### config.mk
export PLATFORM = sky130hd
export DESIGN_NAME = noc_router_mc_buffered
export DESIGN_NICKNAME = d
export VERILOG_FILES = /design/src/rtl/noc_router_mc_buffered.sv
export SDC_FILE = /design/constraint.sdc
export NUM_CORES = 1
export LEC_CHECK = 0
export ABC_AREA = 1
export CAP_MARGIN = 15
export CORE_UTILIZATION = 46
export DETAILED_ROUTE_END_ITERATION = 10
export GPL_ROUTABILITY_DRIVEN = 0
export HOLD_SLACK_MARGIN = 0.1
export PLACE_DENSITY = 0.67
export SLEW_MARGIN = 20
export SYNTH_ARGS = -nofsm -noshare
export SYNTH_HDL_FRONTEND = slang
export SYNTH_SLANG_ARGS = --single-unit
### constraint.sdc
create_clock -name clk -period 6.7 [get_ports clk]
set_input_delay 1.34 -clock clk [delete_from_list [all_inputs] [get_ports clk]]
set_output_delay 1.34 -clock clk [all_outputs]
set_load 0.02 [all_outputs]
### src/rtl/noc_router_mc_buffered.sv
`default_nettype none
// ============================================================================
// Module      : noc_router_mc_buffered
// Description : Buffered multicast NoC router. Each input port feeds a FIFO.
//               A round-robin arbiter grants one head flit per cycle. The
//               granted flit is copied atomically into every output register
//               enabled by the destination mask. All flow control uses
//               valid/ready handshakes.
//               Optional statistics counters: define NOC_ROUTER_STATS_EN.
// Revision    : 1.0 - initial release
// ============================================================================
module noc_router_mc_buffered #(
    parameter int DATA_WIDTH = 16,
    parameter int NUM_PORTS  = 4,
    parameter int FIFO_DEPTH = 4
) (
    input  logic                            clk,
    input  logic                            rst_n,
    input  logic                            cfg_we_i,
    input  logic [NUM_PORTS-1:0]            cfg_mask_i,
    input  logic [NUM_PORTS*DATA_WIDTH-1:0] in_data_i,
    input  logic [NUM_PORTS-1:0]            in_valid_i,
    output logic [NUM_PORTS-1:0]            in_ready_o,
    output logic [NUM_PORTS*DATA_WIDTH-1:0] out_data_o,
    output logic [NUM_PORTS-1:0]            out_valid_o,
    input  logic [NUM_PORTS-1:0]            out_ready_i,
    output logic [NUM_PORTS-1:0]            grant_o
`ifdef NOC_ROUTER_STATS_EN
    ,
    output logic [31:0]                     stat_grant_cnt_o,
    output logic [31:0]                     stat_stall_cnt_o
`endif
);

    localparam int                   c_AW       = $clog2(FIFO_DEPTH);
    localparam int                   c_PW       = $clog2(NUM_PORTS);
    localparam logic [c_PW-1:0]      c_LAST     = c_PW'(NUM_PORTS - 1);
    localparam logic [c_PW:0]        c_NPORTS   = (c_PW + 1)'(NUM_PORTS);
    localparam logic [NUM_PORTS-1:0] c_ONE_HOT0 = NUM_PORTS'(1);

    // ------------------------------------------------------------------------
    // Shared state and wires
    // ------------------------------------------------------------------------
    logic [NUM_PORTS-1:0]            r_mask;
    logic [c_PW-1:0]                 r_rr_ptr;
    logic [NUM_PORTS-1:0]            r_out_valid;
    logic [NUM_PORTS*DATA_WIDTH-1:0] r_out_data;

    logic [NUM_PORTS-1:0]            w_nonempty;
    logic [NUM_PORTS*DATA_WIDTH-1:0] w_head;
    logic [NUM_PORTS-1:0]            w_out_free;
    logic                            w_can_issue;
    logic                            w_found;
    logic [c_PW-1:0]                 w_sel;
    logic [c_PW:0]                   w_idx;
    logic                            w_grant_any;
    logic [DATA_WIDTH-1:0]           w_grant_data;

    // ------------------------------------------------------------------------
    // Per-input FIFOs. Ready depends only on stored occupancy, so a pop in
    // the same cycle never opens a slot for a push into a full FIFO.
    // ------------------------------------------------------------------------
    for (genvar p = 0; p < NUM_PORTS; p++) begin : g_fifo
        logic [DATA_WIDTH-1:0] r_mem [FIFO_DEPTH];
        logic [c_AW:0]         r_wr_ptr;
        logic [c_AW:0]         r_rd_ptr;
        logic                  w_full;
        logic                  w_push;
        logic                  w_pop;

        assign w_full = (r_wr_ptr[c_AW] != r_rd_ptr[c_AW]) &&
                        (r_wr_ptr[c_AW-1:0] == r_rd_ptr[c_AW-1:0]);
        assign w_push = in_valid_i[p] && !w_full;
        assign w_pop  = grant_o[p];

        assign in_ready_o[p] = !w_full;
        assign w_nonempty[p] = (r_wr_ptr != r_rd_ptr);
        assign w_head[p*DATA_WIDTH +: DATA_WIDTH] = r_mem[r_rd_ptr[c_AW-1:0]];

        // Pointer update; reset empties the FIFO and discards its contents
        always_ff @(posedge clk) begin
            if (!rst_n) begin
                r_wr_ptr <= '0;
                r_rd_ptr <= '0;
            end else begin
                if (w_push) r_wr_ptr <= r_wr_ptr + 1'b1;
                if (w_pop)  r_rd_ptr <= r_rd_ptr + 1'b1;
            end
        end

        // Storage write; contents need no reset because the pointers gate them
        always_ff @(posedge clk) begin
            if (w_push) r_mem[r_wr_ptr[c_AW-1:0]] <= in_data_i[p*DATA_WIDTH +: DATA_WIDTH];
        end
    end

    // ------------------------------------------------------------------------
    // Arbitration
    // ------------------------------------------------------------------------
    assign w_out_free   = ~r_out_valid | out_ready_i;
    // Every masked destination must be free, otherwise nothing is sent at all
    assign w_can_issue  = &(w_out_free | ~r_mask);
    assign w_grant_any  = w_found && w_can_issue;
    assign w_grant_data = w_head[w_sel*DATA_WIDTH +: DATA_WIDTH];
    assign grant_o      = w_grant_any ? (c_ONE_HOT0 << w_sel) : '0;

    // Round-robin search for the first non-empty FIFO starting at the pointer
    always_comb begin
        w_found = 1'b0;
        w_sel   = '0;
        w_idx   = '0;
        for (int i = 0; i < NUM_PORTS; i++) begin
            w_idx = {1'b0, r_rr_ptr} + (c_PW + 1)'(i);
            if (w_idx >= c_NPORTS) w_idx = w_idx - c_NPORTS;
            if (!w_found && w_nonempty[w_idx[c_PW-1:0]]) begin
                w_found = 1'b1;
                w_sel   = w_idx[c_PW-1:0];
            end
        end
    end

    // Pointer moves past the granted port and holds when nothing is granted
    always_ff @(posedge clk) begin
        if (!rst_n) begin
            r_rr_ptr <= '0;
        end else if (w_grant_any) begin
            r_rr_ptr <= (w_sel == c_LAST) ? '0 : w_sel + c_PW'(1);
        end
    end

    // Destination mask; a new value governs arbitration from the next cycle
    always_ff @(posedge clk) begin
        if (!rst_n) begin
            r_mask <= '1;
        end else if (cfg_we_i) begin
            r_mask <= cfg_mask_i;
        end
    end

    // ------------------------------------------------------------------------
    // Output registers: load on a multicast, otherwise retire on handshake
    // ------------------------------------------------------------------------
    always_ff @(posedge clk) begin
        if (!rst_n) begin
            r_out_valid <= '0;
            r_out_data  <= '0;
        end else begin
            for (int p = 0; p < NUM_PORTS; p++) begin
                if (w_grant_any && r_mask[p]) begin
                    r_out_valid[p]                          <= 1'b1;
                    r_out_data[p*DATA_WIDTH +: DATA_WIDTH]  <= w_grant_data;
                end else if (out_ready_i[p]) begin
                    r_out_valid[p] <= 1'b0;
                end
            end
        end
    end

    assign out_valid_o = r_out_valid;
    assign out_data_o  = r_out_data;

`ifdef NOC_ROUTER_STATS_EN
    // ------------------------------------------------------------------------
    // Saturating statistics counters
    // ------------------------------------------------------------------------
    logic [31:0] r_grant_cnt;
    logic [31:0] r_stall_cnt;
    logic        w_stall;

    assign w_stall = (|w_nonempty) && !w_grant_any;

    // Count grants and blocked cycles with pending work, saturating at all ones
    always_ff @(posedge clk) begin
        if (!rst_n) begin
            r_grant_cnt <= '0;
            r_stall_cnt <= '0;
        end else begin
            if (w_grant_any && (r_grant_cnt != '1)) r_grant_cnt <= r_grant_cnt + 32'd1;
            if (w_stall && (r_stall_cnt != '1))     r_stall_cnt <= r_stall_cnt + 32'd1;
        end
    end

    assign stat_grant_cnt_o = r_grant_cnt;
    assign stat_stall_cnt_o = r_stall_cnt;
`endif

endmodule
`default_nettype wire

== Word level (Yosys, flattened, before mapping) ==
Memory sizes are Yosys's and may differ from the RTL's. A register that Yosys moved wholly into a read port is not among the register bits.
Cells that the tools add are included.
Cells by class
  add/subtract/negate cells: 16
  equality and inequality tests: 13
  reduce and logical (&&, ||, !) cells: 28
  order comparisons: 8
  bitwise logic cells: 4
  muxes and demuxes: 46
  shift operators: 2
Operators by type and width (count)
  variable part select 64 x 7 -> 16 bit: 1
  2-to-1 mux 2 bit: 17
  adder 3 x 1 -> 3 bit (second input constant): 8
  2-to-1 mux 1 bit: 24
  logical AND 1 bit: 16
  less-than comparator 2 x 3 -> 1 bit (second input constant): 4
  inequality test 3 bit: 4
  >= comparator 3 bit (second input constant): 3
  binary-select mux 1 bit (select 2 bit): 4
  equality test 2 bit: 4
  inverter 4 bit: 2
  bitwise OR 4 bit: 2
  nonzero test 2 bit: 4
  subtractor 2 x 1 -> 2 bit (second input constant): 4
  zero test 1 bit: 7
  adder 2 x 2 -> 3 bit (second input constant): 2
  2-to-1 mux 4 bit: 1
  inequality test 1 bit: 4
  AND reduction 4 bit: 1
  left shift 1 x 2 -> 4 bit (first input constant): 1
  adder 2 x 1 -> 3 bit (second input constant): 1
  >= comparator 2 x 3 -> 1 bit (second input constant): 1
  adder 2 x 1 -> 2 bit (second input constant): 1
  equality test 2 bit (second input constant): 1
Storage, ports and cells
  memories: 4
  bits in writable memories: 256
  register bits: 98
  output and inout bits: 76
  word-level logic and storage cells: 139
  input port bits: 79
Memories
  g_fifo[0].r_mem: depth 4, width 16, rd ports 1, clocked after memory_dff 1, wr ports 1, RTL line 64  | logic [DATA_WIDTH-1:0] r_mem [FIFO_DEPTH];
  g_fifo[1].r_mem: depth 4, width 16, rd ports 1, clocked after memory_dff 1, wr ports 1, RTL line 64
  g_fifo[2].r_mem: depth 4, width 16, rd ports 1, clocked after memory_dff 1, wr ports 1, RTL line 64
  g_fifo[3].r_mem: depth 4, width 16, rd ports 1, clocked after memory_dff 1, wr ports 1, RTL line 64

== Depth between registers and ports, before layout ==
Gate-level depths: netlist of the first run.
  depth in word-level cells: 18
  mapped depth: 20
  depth with buffers taken out: 19

== Worst setup path after synthesis of the first run ==
OpenSTA, ideal clock, no wires.
  path type: input to output
  from: input port out_ready_i[1]
  to: output port grant_o[1]
  slack: 3.179 ns
  stages on the path: 8
  path buffers: 0
  arrival: 2.181 ns
  required time: 5.360 ns
  cells stage by stage: inv_1 nand2_1 o22ai_1 nor2_1 nand2_4 inv_2 nand2_1 inv_1
On the way
  word-level cells in the longest chain between the ends: 5
RTL lines
  from (decl): RTL line 26  | input logic [NUM_PORTS-1:0] out_ready_i,
  bitwise OR 4 bit: RTL line 100  | assign w_out_free = ~r_out_valid | out_ready_i;
  bitwise OR 4 bit: RTL line 102  | assign w_can_issue = &(w_out_free | ~r_mask);
  AND reduction 4 bit: RTL line 102
  logical AND 1 bit: RTL line 103  | assign w_grant_any = w_found && w_can_issue;
  2-to-1 mux 4 bit: RTL line 105  | assign grant_o = w_grant_any ? (c_ONE_HOT0 << w_sel) : '0;
  to (decl): RTL line 27  | output logic [NUM_PORTS-1:0] grant_o
Every way passes these cells.

== Final worst setup path of the first run ==
  from: register r_rr_ptr[0]
  to: output port grant_o[2]
On the way
  word-level cells in the longest chain between the ends: 16
RTL lines
  from (decl): RTL line 45  | logic [c_PW-1:0] r_rr_ptr;
  from (signal assigned): RTL line 127  | r_rr_ptr <= (w_sel == c_LAST) ? '0 : w_sel + c_PW'(1);
  parallel branches: the longest is 15 deep, another holds adder 2 x 1 -> 3 bit
  2-to-1 mux 4 bit (*): RTL line 105
Mark *: on every way between the ends. The select of a mux whose other input is x is not followed.

==> run summary, run 1 <==
- **leading area contributor after synthesis** edfxtp_1
- **launch instance of the worst min-delay path** g_fifo[3].r_rd_ptr[2]$_SDFFE_PN0P_
- **shortest period the worst path allows** 5.35 ns
- **commonest cells after routing, fill and taps aside** nand2_1, edfxtp_1, clkdlybuf4s50_1
- **sequential fraction of design power** 33.6%
- **share of cells above drive strength 1** 9.09%
- **top area cells in the synthesized netlist** edfxtp_1, dfxtp_1, nand2_1
- **final routed wire length divided by cell count** 17.7 um
- **root buf cell** clkbuf_16
- **count of buffers inserted at the top-level ports** 154
- **number of placement rows** 66
- **static power due to leakage** 7.20 nW
- **global-route wire length before repair** 54.3 mm
- **Final setup viols** 0
- **number of violations reported at the end of detailed-routing iteration 0** 940
- **Top-Level Pins** 155
- **fraction of power consumed by combinational cells** 42.0%
- **via/cell ratio** 5.33
- **Max-slew headroom** 30.7%
- **summed negative setup slack over all endpoints** 0 ns
- **total via count in the routed design** 10.7k
- **length of the first detailed-routing pass in iterations** 5
- **proportion of synthesized chip area in sequential cells** 64.1%
- **number of synthesized flops with an enable pin** 256
- **power per unit of standard cell area** 470 nW/um^2
- **initial standard-cell utilization of the core** 46.9%
- **DRC violations left** 0
- **RSZ-0062 raised after global routing** false
- **arrival time of the worst setup path** 4.01 ns
- **result of the run** completed
- **largest net degree at the start of global routing** 90
- **adder-cell share of the synthesized area** 1.96%
- **combinational family with the most area after synthesis** simple AND/OR/NAND/NOR gates
- **antenna-violating nets left** 0
- **area fraction of the dominant cell type after synthesis** 50.2%
- **beginning of the worst register-to-register path** r_rr_ptr[0]$_SDFFE_PN0N_
- **area grow syn2layout** 20.2%
- **cell count of the worst hold path** 2
- **net count reported at finish** 1,634
- **total of warnings raised by yosys** 0
- **share of cell area taken by muxes after synthesis** 0%
- **total track usage** 20.9%
- **internal portion of total power** 0.00519 W
- **simple-gate share of the synthesized area** 16.5%
- **worst hold path class** flip-flop to flip-flop
- **Inserted Clock Buffers** 40
- **Hold EP** g_fifo[3].r_rd_ptr[2]$_SDFFE_PN0P_
- **gate count after technology mapping** 1,404
- **die outline area** 34,000 um^2
- **post-synth cell types** 36
- **count of max-cap constraint violations** 0
- **compound-gate portion of the synthesized area** 11.5%
- **Register-to-Register Setup Slack** 3.44 ns
- **fraction of power spent switching nets** 40.0%
- **placement-stage worst setup slack** 1.89 ns
- **Least-Margin Pin Slew** 1.04 ns
- **total global routing overflow** 0
- **crit start category** flip-flop
- **Mapped Area** 15,300 um^2
- **number of cells in the design after placement** 1,931
- **CP Class** flip-flop to output pin
- **CTS Buffer Depth** 3
- **clock network fraction of design power** 24.4%
- **Synth Area per Inst** 10.9 um^2
- **most common library cell in the layout ignoring fill and taps** nand2_1
- **Std-Cell Core Area** 32,600 um^2
- **aggregate routed wire length** 35.5 mm
- **Post-CTS Setup Repair Bufs** 0
- **clock-pin slew reported for the worst setup and hold paths after clock tree synthesis** 0.06 ns
- **Post-CTS Hold Fix Bufs** 0
- **count of placed standard cells in the final layout, fillers left out** 2,005
- **net switching power** 0.00346 W
- **async set-reset flop share out of synthesis** 0%
- **Sinks on Clock Net** 362
- **count of state elements after synthesis** 362
- **clock latency reported for the late side of the worst-skew pair** 0.52 ns
- **Horiz. Die Dim** 184 um
- **final HPWL from detailed placement** 23.3 mm
- **area share of xor/xnor cells in the synthesized design** 0.213%
- **clock tree from TritonCTS** built
- **endpoint required time on the critical path** 5.36 ns
- **pins over their slew limit** 0
- **Max VDD drop** 244 uV
- **cells resized by post-CTS repair** 0
- **Die Span Y** 184 um
- **total nets after synthesis** 1,507
- **Fillers** 2,723
- **maximum frequency from static timing analysis** 187 MHz
- **hold violation total from the final report** 0
- **crit end category** output pin
- **number of global-route vias before repair** 9,952
- **Worst Slack Setup Final** 1.35 ns
- **count of H-tree levels built during CTS** 2
- **Max FO, Critical Path** 36
- **worst-case clock skew** 0.0105 ns
- **antenna violations before repair** 1
- **Primary FF master, synth** edfxtp_1
- **Register-to-Register Path Depth** 13
- **share of the cycle needed by the critical path after routing** 79.8%
[metrics by stage]
step                      total power [W]  utilization, %  hold WS [ns]  cell area, um^2
after CTS                         0.00869            56.4         0.485            18400
final                             0.00865            56.4         0.484            18400
after global placement            0.00651            52.5         0.469            17100
after detailed placement          0.00657            52.5         0.476            17100
after global routing              0.00916            56.4         0.518            18400
after floorplan                   0.00542               -         0.454            15300
[metal layers]
layer	global-route usage, %	share of wire [%]	up-vias
met5	0	0	-
met4	6.77	2.2	0
li1	-	-	5163
met3	3.81	6.7	47
met2	32.4	46	347
met1	29.6	46	5135
[layout make-up]
class	instances	area (um^2)	share of cell area (%)
Multi-Input combinational cell	835	4670	25.4
Tap cell	442	553	3.01
Timing Repair Buffer	160	1580	8.60
Sequential cell	362	9820	53.4
Clock buffer	61	1150	6.26
Antenna cell	1	2.50	0.0136
Clock inverter	12	124	0.673
Inverter	132	498	2.71
[flip-flops by register name, summed over array words and instances (netlist names), named ones only]
signal	count
g_fifo.r_wr_ptr	12
r_rr_ptr	2
out_valid_o	4
out_data_o	64
g_fifo.r_mem	256
g_fifo.r_rd_ptr	12
r_mask	4
[synthesized netlist by cell type (2+ instances only)]
master,n
nand2_4,4
xnor2_2,2
inv_1,117
inv_2,13
dfxtp_1,106
ha_1,24
buf_2,14
nor3_1,2
o22ai_1,2
nand3_2,27
clkbuf_1,50
o21a_1,64
nand2_2,3
nand3_1,117
nor2_2,3
buf_1,2
o21ai_0,26
nand2_1,358
a21oi_1,97
nand3_4,2
nor2_1,20
and3_1,3
nor2_4,2
edfxtp_1,256
nand4_1,10
buf_6,7
a32o_1,64
[cells by family (layout without fill, tap and decap cells)]
group	after synthesis	after routing
xor gates and xnor gates	2	2
buffers and inverters	207	365
DFF	362	362
and+or+nand+nor	554	554
AOI/OAI and AO/OA	255	255
adders and majority gates	24	24
other	0	1
[critical path, stage by stage (launching register included)]
cell	delay, ns
dfxtp_1	0.60
inv_1	0.20
nand2_1	0.15
nand3_1	0.10
nand2_2	0.12
nand2_1	0.09
nand2_1	0.11
nand2_2	0.42
nand2_4	0.52
inv_1	0.12
ha_1	0.21
nand2_1	0.19
inv_1	0.12
clkdlybuf4s50_1	0.55
[power by group through the flow]
stage | logic [W] | clock network (W) | registers [W]
finish | 0.00364 | 0.00211 | 0.00291
global route | 0.00398 | 0.00224 | 0.00294
CTS | 0.00364 | 0.00215 | 0.00290
detailed placement | 0.00362 | 0 | 0.00295
global placement | 0.00357 | 0 | 0.00294
floorplan | 0.00239 | 0 | 0.00303
[worst max-delay path by stage]
stage                                        start          to  depth (start not counted)
after floorplan                     out_ready_i[1]  grant_o[1]                          8
after global placement              out_ready_i[1]  grant_o[2]                         10
after detailed placement  r_rr_ptr[0]$_SDFFE_PN0N_  grant_o[2]                         12
after CTS                 r_rr_ptr[0]$_SDFFE_PN0N_  grant_o[2]                         12
after global routing      r_rr_ptr[0]$_SDFFE_PN0N_  grant_o[2]                         12
final                     r_rr_ptr[0]$_SDFFE_PN0N_  grant_o[2]                         13
Power figures use the tool's default switching activity.
==> inputs of run 2 (changes only) <==
Clock period 6.7 ns to 5.3 ns, I/O delays scaled along.
==> run summary, run 2 (same netlist as run 1, synthesis figures left out) <==
- **Inserted Clock Buffers** 39, was 40
- **total global routing overflow** 0, unchanged
- **number of violations reported at the end of detailed-routing iteration 0** 816, was 940
- **cells resized by post-CTS repair** 0, unchanged
- **Post-CTS Setup Repair Bufs** 0, unchanged
- **Critical Path, Cell by Cell** inv_1 -> nand2_1 -> nand2_2 -> o21ai_2 -> nand4_2 -> nand2_4 -> nand2_4 -> inv_1 -> ha_1 -> nand2_1 -> inv_1 -> clkdlybuf4s50_1, was inv_1 -> nand2_1 -> nand3_1 -> nand2_2 -> nand2_1 -> nand2_1 -> nand2_2 -> nand2_4 -> inv_1 -> ha_1 -> nand2_1 -> inv_1 -> clkdlybuf4s50_1
- **global-route wire length before repair** 54.5 mm, was 54.3 mm
- **endpoint required time on the critical path** 4.24 ns, was 5.36 ns
- **die outline area** 34,000 um^2, unchanged
- **antenna violations before repair** 0, was 1
- **via/cell ratio** 5.34, was 5.33
- **Top-Level Pins** 155, unchanged
- **worst hold path class** flip-flop to flip-flop, unchanged
- **cell count of the worst hold path** 2, unchanged
- **crit end category** output pin, unchanged
- **final design utilization** 56.5%, was 56.4%
- **slowest cell on the critical path** dfxtp_1, unchanged
- **summed negative setup slack over all endpoints** 0 ns, unchanged
- **sequential fraction of design power** 33.1%, was 33.6%
- **length of the first detailed-routing pass in iterations** 5, unchanged
- **result of the run** completed, unchanged
- **commonest cells after routing, fill and taps aside** nand2_1, edfxtp_1, clkdlybuf4s50_1, unchanged
- **Critical Path Most Common Cell** inv_1, was nand2_1
- **antenna-violating nets left** 0, unchanged
- **share of cells above drive strength 1** 9.35%, was 9.09%
- **delay of the slowest critical-path stage** 0.62 ns, was 0.60 ns
- **worst-case clock skew** 0.0231 ns, was 0.0105 ns
- **power per unit of standard cell area** 599 nW/um^2, was 470 nW/um^2
- **crit start category** flip-flop, unchanged
- **fraction of power consumed by combinational cells** 41.8%, was 42.0%
- **maximum frequency from static timing analysis** 202 MHz
- **DRC violations left** 0, unchanged
- **number of placement rows** 66, unchanged
- **most common library cell in the layout ignoring fill and taps** nand2_1, unchanged
- **net switching power** 0.00439 W, was 0.00346 W
- **Max-slew headroom** 29.9%, was 30.7%
- **pins over their slew limit** 0, unchanged
- **Least-Margin Pin Slew** 1.05 ns, was 1.04 ns
- **Die Span Y** 184 um, unchanged
- **final routed wire length divided by cell count** 17.8 um, was 17.7 um
- **internal portion of total power** 0.00665 W, was 0.00519 W
- **beginning of the worst register-to-register path** r_rr_ptr[0]$_SDFFE_PN0N_, unchanged
- **Max FO, Critical Path** 36, unchanged
- **count of H-tree levels built during CTS** 2, unchanged
- **largest net degree at the start of global routing** 89, was 90
- **net count reported at finish** 1,636, was 1,634
- **clock network fraction of design power** 25.0%, was 24.4%
- **clock tree from TritonCTS** built, unchanged
- **count of max-cap constraint violations** 0, unchanged
- **area grow syn2layout** 20.5%, was 20.2%
- **static power due to leakage** 7.23 nW, was 7.20 nW
- **Post-CTS Hold Fix Bufs** 0, unchanged
- **share of the cycle needed by the critical path after routing** 93.2%
- **shortest period the worst path allows** 4.94 ns
- **CP Class** flip-flop to output pin, unchanged
- **number of global-route vias before repair** 9,769, was 9,952
- **aggregate routed wire length** 35.7 mm, was 35.5 mm
- **clock-pin slew reported for the worst setup and hold paths after clock tree synthesis** 0.06 ns, about the same
- **Sinks on Clock Net** 362, unchanged
- **arrival time of the worst setup path** 3.88 ns, was 4.01 ns
- **final HPWL from detailed placement** 23.3 mm, about the same
- **Std-Cell Core Area** 32,600 um^2, unchanged
- **root buf cell** clkbuf_16, unchanged
- **max reg flops** 256, unchanged
- **Max VDD drop** 398 uV, was 244 uV
- **total via count in the routed design** 10.7k, about the same
- **Final setup viols** 0, unchanged
- **count of buffers inserted at the top-level ports** 154, unchanged
- **hold violation total from the final report** 0, unchanged
- **initial standard-cell utilization of the core** 46.9%, unchanged
- **worst hold-check slack** 0.494 ns, was 0.484 ns
- **CTS Buffer Depth** 3, unchanged
- **Register-to-Register Path Depth** 13, unchanged
- **Register-to-Register Setup Slack** 2.20 ns, was 3.44 ns
- **critical path startpoint** r_rr_ptr[0]$_SDFFE_PN0N_, unchanged
- **RSZ-0062 raised after global routing** false, unchanged
- **total track usage** 21.0%, was 20.9%
- **timing endpoint of the critical path** grant_o[2], unchanged
- **fraction of power spent switching nets** 39.7%, was 40.0%
- **Ant. Diodes** 0, was 1
- **Horiz. Die Dim** 184 um, unchanged
- **clock latency reported for the late side of the worst-skew pair** 0.52 ns, about the same
## run 2: worst min-delay path by stage
stage	start	endpoint	slack (ns)
finish	g_fifo[3].r_rd_ptr[2]$_SDFFE_PN0P_	g_fifo[3].r_rd_ptr[2]$_SDFFE_PN0P_	0.49
global route	out_valid_o[2]$_SDFFE_PN0P_	out_valid_o[2]$_SDFFE_PN0P_	0.52
CTS	g_fifo[2].r_wr_ptr[2]$_SDFFE_PN0P_	g_fifo[2].r_wr_ptr[2]$_SDFFE_PN0P_	0.50
detailed placement	g_fifo[3].r_rd_ptr[2]$_SDFFE_PN0P_	g_fifo[3].r_rd_ptr[2]$_SDFFE_PN0P_	0.48
global placement	g_fifo[3].r_rd_ptr[2]$_SDFFE_PN0P_	g_fifo[3].r_rd_ptr[2]$_SDFFE_PN0P_	0.47
floorplan	g_fifo[2].r_wr_ptr[2]$_SDFFE_PN0P_	g_fifo[2].r_wr_ptr[2]$_SDFFE_PN0P_	0.45
## run 2: cell type report
cell class	instances	area, um^2
fillers	2713	14200
flip-flops and latches	362	9810
multi-input cells	835	4670
repair buffers	163	1600
clock buffers	51	1050
well taps	442	553
inverters	132	498
clock inverters	18	246
## run 2: critical path: cells and delay by family, from the launching register on
kind | cells | cell delay (ns)
adder cells (fa/ha/maj) | 1 | 0.16
AO/OA/AOI/OAI | 1 | 0.17
flip-flops | 1 | 0.62
AND/OR/NAND/NOR | 6 | 1.26
buffers and inverters | 4 | 1.14
## run 2: layer usage
layer  track usage (%)  wire (um)  vias up
met5                 0          0        -
met4              6.50        836        0
met3              3.46       2370       52
met2              32.3      16200      353
met1              30.4      16300     5126
li1                  -          -     5166
## run 2: stage by stage
stage / cell area (um^2) / instances / worst slack [ns] / total power [W]
floorplan: 15300 / 1404 / 2.20 / 0.00685
global placement: 17100 / 1934 / 0.982 / 0.00824
detailed placement: 17100 / 1934 / 0.917 / 0.00831
CTS: 18400 / 2003 / 0.361 / 0.0111
global route: 18400 / 2003 / 0.0764 / 0.0117
finish: 18400 / 2003 / 0.359 / 0.0110
## run 2: power by group through the flow
stage / logic (W) / clock network [W] / registers, W
final: 0.00462 / 0.00276 / 0.00366
after global placement: 0.00454 / 0 / 0.00370
after global routing: 0.00506 / 0.00291 / 0.00370
after detailed placement: 0.00460 / 0 / 0.00371
after CTS: 0.00463 / 0.00279 / 0.00366
after floorplan: 0.00302 / 0 / 0.00383
